[config.mk]
export PLATFORM = sky130hd
export DESIGN_NAME = io_bank
export DESIGN_NICKNAME = d
export VERILOG_FILES = /design/src/rtl/io_bank_pkg.sv /design/src/rtl/io_bank_sync.sv /design/src/rtl/io_bank.sv
export SDC_FILE = /design/constraint.sdc
export NUM_CORES = 1
export LEC_CHECK = 0
export CAP_MARGIN = 20
export CORE_MARGIN = 10
export CORE_UTILIZATION = 33
export DETAILED_ROUTE_END_ITERATION = 7
export HOLD_SLACK_MARGIN = 0.15
export PLACE_DENSITY = 0.78
export SYNTH_ARGS = -nofsm -noshare
export SYNTH_HDL_FRONTEND = slang
export SYNTH_HIERARCHICAL = 1
export SYNTH_SLANG_ARGS = --single-unit
[constraint.sdc]
create_clock -name clk -period 0.9 [get_ports clk]
set_input_delay 0.09 -clock clk [delete_from_list [all_inputs] [get_ports clk]]
set_output_delay 0.09 -clock clk [all_outputs]
set_load 0.01 [all_outputs]
[src/rtl/io_bank_pkg.sv]
// rtl/io_bank_pkg.sv - shared path-mode constants for the io_bank pad bank
package io_bank_pkg;

    localparam int IO_MODE_PASS  = 0;
    localparam int IO_MODE_REG   = 1;
    localparam int IO_MODE_GEAR2 = 2;

    // True when a path-mode parameter names one of the supported modes
    function automatic bit io_mode_legal(input int mode);
        return (mode >= IO_MODE_PASS) && (mode <= IO_MODE_GEAR2);
    endfunction

endpackage

[src/rtl/io_bank_sync.sv]
// rtl/io_bank_sync.sv - per-bit two-flop synchroniser for asynchronous pad inputs
module io_bank_sync #(
    parameter int WIDTH = 8
) (
    input  logic             clk,
    input  logic             rst,
    input  logic [WIDTH-1:0] d,
    output logic [WIDTH-1:0] q
);

    logic [WIDTH-1:0] meta;

    // Free-running two-stage capture; deliberately ignores ce so pads are always resolved
    always_ff @(posedge clk) begin
        if (rst) begin
            meta <= '0;
            q    <= '0;
        end else begin
            meta <= d;
            q    <= meta;
        end
    end

endmodule

[src/rtl/io_bank.sv]
// rtl/io_bank.sv - pad IO bank with pass/SDR/2:1 gearbox paths; define IO_BANK_SYNC_EN to synchronise pad_i
module io_bank
    import io_bank_pkg::*;
#(
    parameter int WIDTH    = 8,
    parameter int OUT_MODE = IO_MODE_REG,
    parameter int IN_MODE  = IO_MODE_REG
) (
    input  logic             clk,
    input  logic             rst,
    input  logic             ce,
    input  logic             oe,
    input  logic             hold,
    input  logic [WIDTH-1:0] dout0,
    input  logic [WIDTH-1:0] dout1,
    output logic [WIDTH-1:0] din0,
    output logic [WIDTH-1:0] din1,
    output logic             din_valid,
    input  logic [WIDTH-1:0] pad_i,
    output logic [WIDTH-1:0] pad_o,
    output logic [WIDTH-1:0] pad_oe,
    output logic             phase
);

    if ((WIDTH < 1) || (WIDTH > 64)) begin : g_bad_width
        $error("io_bank: WIDTH must be within 1..64");
    end
    if (!io_mode_legal(OUT_MODE)) begin : g_bad_out_mode
        $error("io_bank: OUT_MODE must be 0, 1 or 2");
    end
    if (!io_mode_legal(IN_MODE)) begin : g_bad_in_mode
        $error("io_bank: IN_MODE must be 0, 1 or 2");
    end

    // Inputs that some mode combinations leave unread
    logic unused_inputs;
    assign unused_inputs = ^{dout1, hold};

    logic [WIDTH-1:0] pad_s;

`ifdef IO_BANK_SYNC_EN
    io_bank_sync #(.WIDTH(WIDTH)) u_sync (
        .clk (clk),
        .rst (rst),
        .d   (pad_i),
        .q   (pad_s)
    );
`else
    assign pad_s = pad_i;
`endif

    // Gearbox phase shared by both directions; advances only on enabled cycles
    always_ff @(posedge clk) begin
        if (rst) begin
            phase <= 1'b0;
        end else if (ce) begin
            phase <= ~phase;
        end
    end

    if (OUT_MODE == IO_MODE_PASS) begin : g_out_pass
        assign pad_o  = dout0;
        assign pad_oe = {WIDTH{oe}};
    end else if (OUT_MODE == IO_MODE_REG) begin : g_out_reg
        // Single-rate output register with enable travelling alongside the data
        always_ff @(posedge clk) begin
            if (rst) begin
                pad_o  <= '0;
                pad_oe <= '0;
            end else if (ce) begin
                pad_o  <= dout0;
                pad_oe <= {WIDTH{oe}};
            end
        end
    end else begin : g_out_gear
        logic [WIDTH-1:0] stash;
        // Phase 0 launches dout0 and parks dout1; phase 1 launches the parked word
        always_ff @(posedge clk) begin
            if (rst) begin
                pad_o  <= '0;
                pad_oe <= '0;
                stash  <= '0;
            end else if (ce) begin
                pad_oe <= {WIDTH{oe}};
                if (!phase) begin
                    pad_o <= dout0;
                    stash <= dout1;
                end else begin
                    pad_o <= stash;
                end
            end
        end
    end

    if (IN_MODE == IO_MODE_PASS) begin : g_in_pass
        assign din0      = pad_s;
        assign din1      = '0;
        assign din_valid = 1'b1;
    end else if (IN_MODE == IO_MODE_REG) begin : g_in_reg
        assign din1      = '0;
        assign din_valid = ce;
        // Single-rate capture, frozen while hold is asserted
        always_ff @(posedge clk) begin
            if (rst) begin
                din0 <= '0;
            end else if (ce && !hold) begin
                din0 <= pad_s;
            end
        end
    end else begin : g_in_gear
        logic [WIDTH-1:0] stage;
        // Phase 0 stages the first word; phase 1 publishes the pair and pulses din_valid.
        // din_valid is rewritten every cycle so a pulse can never stretch across a ce gap.
        always_ff @(posedge clk) begin
            if (rst) begin
                stage     <= '0;
                din0      <= '0;
                din1      <= '0;
                din_valid <= 1'b0;
            end else begin
                din_valid <= ce && phase && !hold;
                if (ce && !hold) begin
                    if (!phase) begin
                        stage <= pad_s;
                    end else begin
                        din0 <= stage;
                        din1 <= pad_s;
                    end
                end
            end
        end
    end

endmodule

## Word level (Yosys, flattened, before mapping)

Index checks and enable logic that the tools add are counted.

- Register bits after elaboration: 18
- Input bits: 29

- Bitwise gates (word level): 1
- Reductions and logical operators: 2

Operator list:

| cell | number |
|---|---|
| $logic_and 1x1->1 | 1 |
| $logic_not 1->1 | 1 |
| $not 1->1 | 1 |

## Longest topological paths before layout

Gate-level depths: netlist of run 1.

- Depth in word-level cells: 2
- Mapped depth: 4

## Worst setup path after synthesis of run 1

No wires, ideal clock.

- Path kind: reg-to-output
- Start point: register pad_oe[0] (netlist name)
- End point: output pad_oe[1]
- Arrival: 0.639 ns
- Required time: 0.810 ns
- Setup slack: 0.171 ns
- Stages on the path, launching flop included: 2
- Path buffers: 1
- Path through: dfxtp_1 buf_4

RTL lines:

| item | line | text |
|---|---|---|
| to (decl) | io_bank.sv:21 | `output logic [WIDTH-1:0] pad_oe,` |

No word-level cell between the ends.

## Worst setup path in the final report of run 1

- Start point: register pad_oe[0] (netlist name)
- End point: output pad_oe[5]

No word-level cell between the ends.

==> results.toml, run 1 <==
[power_and_ir_drop]
ir_drop_mv = 0.9838
p_leak_nw = 0.6329
p_int_mw = 1.355
clockPowerShare_pct = 27.5
swShare_pct = 24.94
power_density_nw_per_um2 = 1339
total_power_mw = 1.806
sequentialPowerShare_pct = 48.3
combPwrFrac_pct = 24.2
p_switching_uw = 450.4

[cts]
clockBufferDepth = 2
cts_tree = "yes"
clkSinkCount = 18
clk_pin_slew_ns = 0.11
cts_made_buffers = 3
clock_latency_ns = 0.29
cts-root-buf = "clkbuf_4"
ctsHoldBuffers = 0
htree_levels = 1

[sta]
timing_hold_violations_final = 0
setup_viol = 7
fin_ws_ns = -0.08023
max_freq_ghz = 1.020
drv_slew = 0
fin_crit_ns = 0.9802
fin_crit_sh_pct = 108.9
finClkSkew_ns = 0
rsz0062_at_grt = "yes"

[floorplan]
start_util_pct = 34.75
fp.dieArea_um2 = 5052
die_h_um = 71.08
coreArea_um2 = 2477
num_rows = 18
die_w_um = 71.08
io_pins = 63

[logic_synthesis]
synthTopCellsByCount = "18 x dfxtp_1, 17 x buf_4, 9 x mux2i_1, 9 x nor2_1"
netlist_instances = 84
synth-seq-area-share_pct = 41.86
synth.most_common_cell = "dfxtp_1"
ys.flop_type = "dfxtp_1"
synth.largest_area_cell = "dfxtp_1"
ys_warn_count = 6
synth.distinct_cells = 14
ys_ff_latch = 18
ys_top_cells_by_area = "dfxtp_1 42%, buf_4 15%, mux2i_1 10%"
synth.top_cell.area_share_pct = 41.86
synth-async-reset-ratio_pct = 0
synth_edf_count = 0
syn_area_um2 = 860.8
avgSynthCellArea_um2 = 10.25

[setup_path]
critPathMaxStageDelay_ns = 0.36
cp_top_family = "flip-flops"
critical-path-slowest-cell = "dfxtp_4"
critPathBufInv = 2
critPathMostFrequentCell = "buf_6"
startpoint_type = "register"
path_cells = "buf_6 > buf_6"
path_class = "reg2out"
arrival_ns = 0.89
cp-end-kind = "primary output"
critPathMaxFanout = 4
required_ns = 0.81

[route]
routed_wl_mm = 2.312
wl_per_cell_um = 14.18
vias = 726
drt_first_pass_iters = 4
antenna_left = 0
drc = 0
drt_iter0_markers = 24
vias_per_cell = 4.454

[placement]
hpwl_mm = 1.877
place_congestion = 0.6672
dp_cells = 157
port_buffers = 46
dpl-instance-area_um2 = 1346
dp_slack_ns = -0.3549

[finish]
stdcell_count = 163
drive_gt1_share_pct = 46.62
antenna_cells = 0
final_core_util_pct = 54.44
fin_nets = 163
area_growth_syn_to_layout_pct = 56.69
final_area_um2 = 1349

[status]
failed_checks = "negative setup slack"
status = "finished, violations left"

[global_routing]
grtUsageTotal_pct = 8.896
overflow = 0
grt_pass1_vias = 788
antenna_found_initial = 0
grt_max_degree = 19
grt_pass1_wl_mm = 3.808

[worst_hold_path]
hp-class = "in2reg"

[flow_run]
max_cap_viol_count = 0
## area by class of cell
cell class / instances / area, um^2
clock buffer: 4 / 36.28
sequential: 18 / 385.4
timing repair buffer: 58 / 526.8
tap: 30 / 37.54
fill: 241 / 1129
multi-input combinational: 53 / 362.8
## per-layer routing
layer / GRT usage (%) / vias to the layer above / share of wire, %
met3: 4.603 / 2 / 11
met1: 10.32 / 324 / 45
met4: 2.581 / 0 / 0.39
met5: 0 / - / 0
met2: 13.95 / 44 / 44
li1: - / 356 / -
## registers in the layout, summed over array words and instances, names as in the netlist
name    flops
din0        8
pad_o       8
pad_oe      1
phase       1
## cells by family (layout without fill, tap and decap cells)
family / Yosys count / count (layout) / share of synthesized area, %
AO/OA/AOI/OAI: 8 / 8 / 4.651
XOR/XNOR: 1 / 1 / 1.018
buffers and inverters: 20 / 62 / 19.04
flip-flops: 18 / 18 / 41.86
multiplexers: 9 / 9 / 10.47
other: 1 / 8 / 0.4356
AND/OR/NAND/NOR: 27 / 27 / 22.53
## through the flow
| stage | TNS, ns | hold WS (ns) |
|---|---|---|
| floorplan | 0 | 0.2372 |
| global placement | -7.722 | 0.4558 |
| detailed placement | -8.558 | 0.4560 |
| CTS | -0.6200 | 0.3587 |
| global route | -0.7983 | 0.3679 |
| finish | -0.5455 | 0.3256 |
## worst reg2reg max path: stages, from the launching register on
cell and delay (ns):
dfxtp_4 0.36, buf_6 0.12, mux2i_1 0.12, nor2_1 0.06
## layout by cell type, fill, tap and decap left out, drive strengths merged, types with 4 or more instances in the layout
master,count
buf,38
clkdlybuf4s50,18
dfxtp,18
nor2,10
mux2i,9
nand2b,8
nand4bb,8
o21ai,8
conb,8
clkbuf,4
## power groups by stage
stage                     sequential, mW  combinational (mW)  clock [mW]
final                              0.872               0.437       0.496
after global routing               0.879               0.474       0.544
after CTS                          0.872               0.443       0.511
after detailed placement           0.888               0.464           0
after global placement             0.886               0.457           0
after floorplan                    0.908               0.200           0
## worst paths after layout
path / startpoint / endpoint / slack, ns / cells after the start
min: hold / din0[1]$_SDFFE_PP0P_ / 0.33 / 3
max reg2reg: pad_oe[0]$_SDFFE_PP0P_ / pad_oe[0]$_SDFFE_PP0P_ / 0.14 / 3
max: pad_oe[0]$_SDFFE_PP0P_ / pad_oe[5] / -0.08 / 2
min reg2reg: din0[2]$_SDFFE_PP0P_ / din0[2]$_SDFFE_PP0P_ / 0.46 / 2
## what timing repair did
action,in CTS,in global routing
cloned,0,0
buffers inserted,2,0
setup endpoints to repair,34,17
gates resized for setup,135,2
(Power assumes the default switching activity.)
==> inputs of run 2 (changes only) <==
--- a/config.mk
+++ b/config.mk
@@ -9,7 +9,7 @@
 export CORE_MARGIN = 10
 export CORE_UTILIZATION = 33
 export DETAILED_ROUTE_END_ITERATION = 7
-export HOLD_SLACK_MARGIN = 0.15
+export HOLD_SLACK_MARGIN = 0.06
 export PLACE_DENSITY = 0.78
 export SYNTH_ARGS = -nofsm -noshare
 export SYNTH_HDL_FRONTEND = slang
==> results of run 2 <==
Final layout, timing and power as in run 1 (identical DEF).
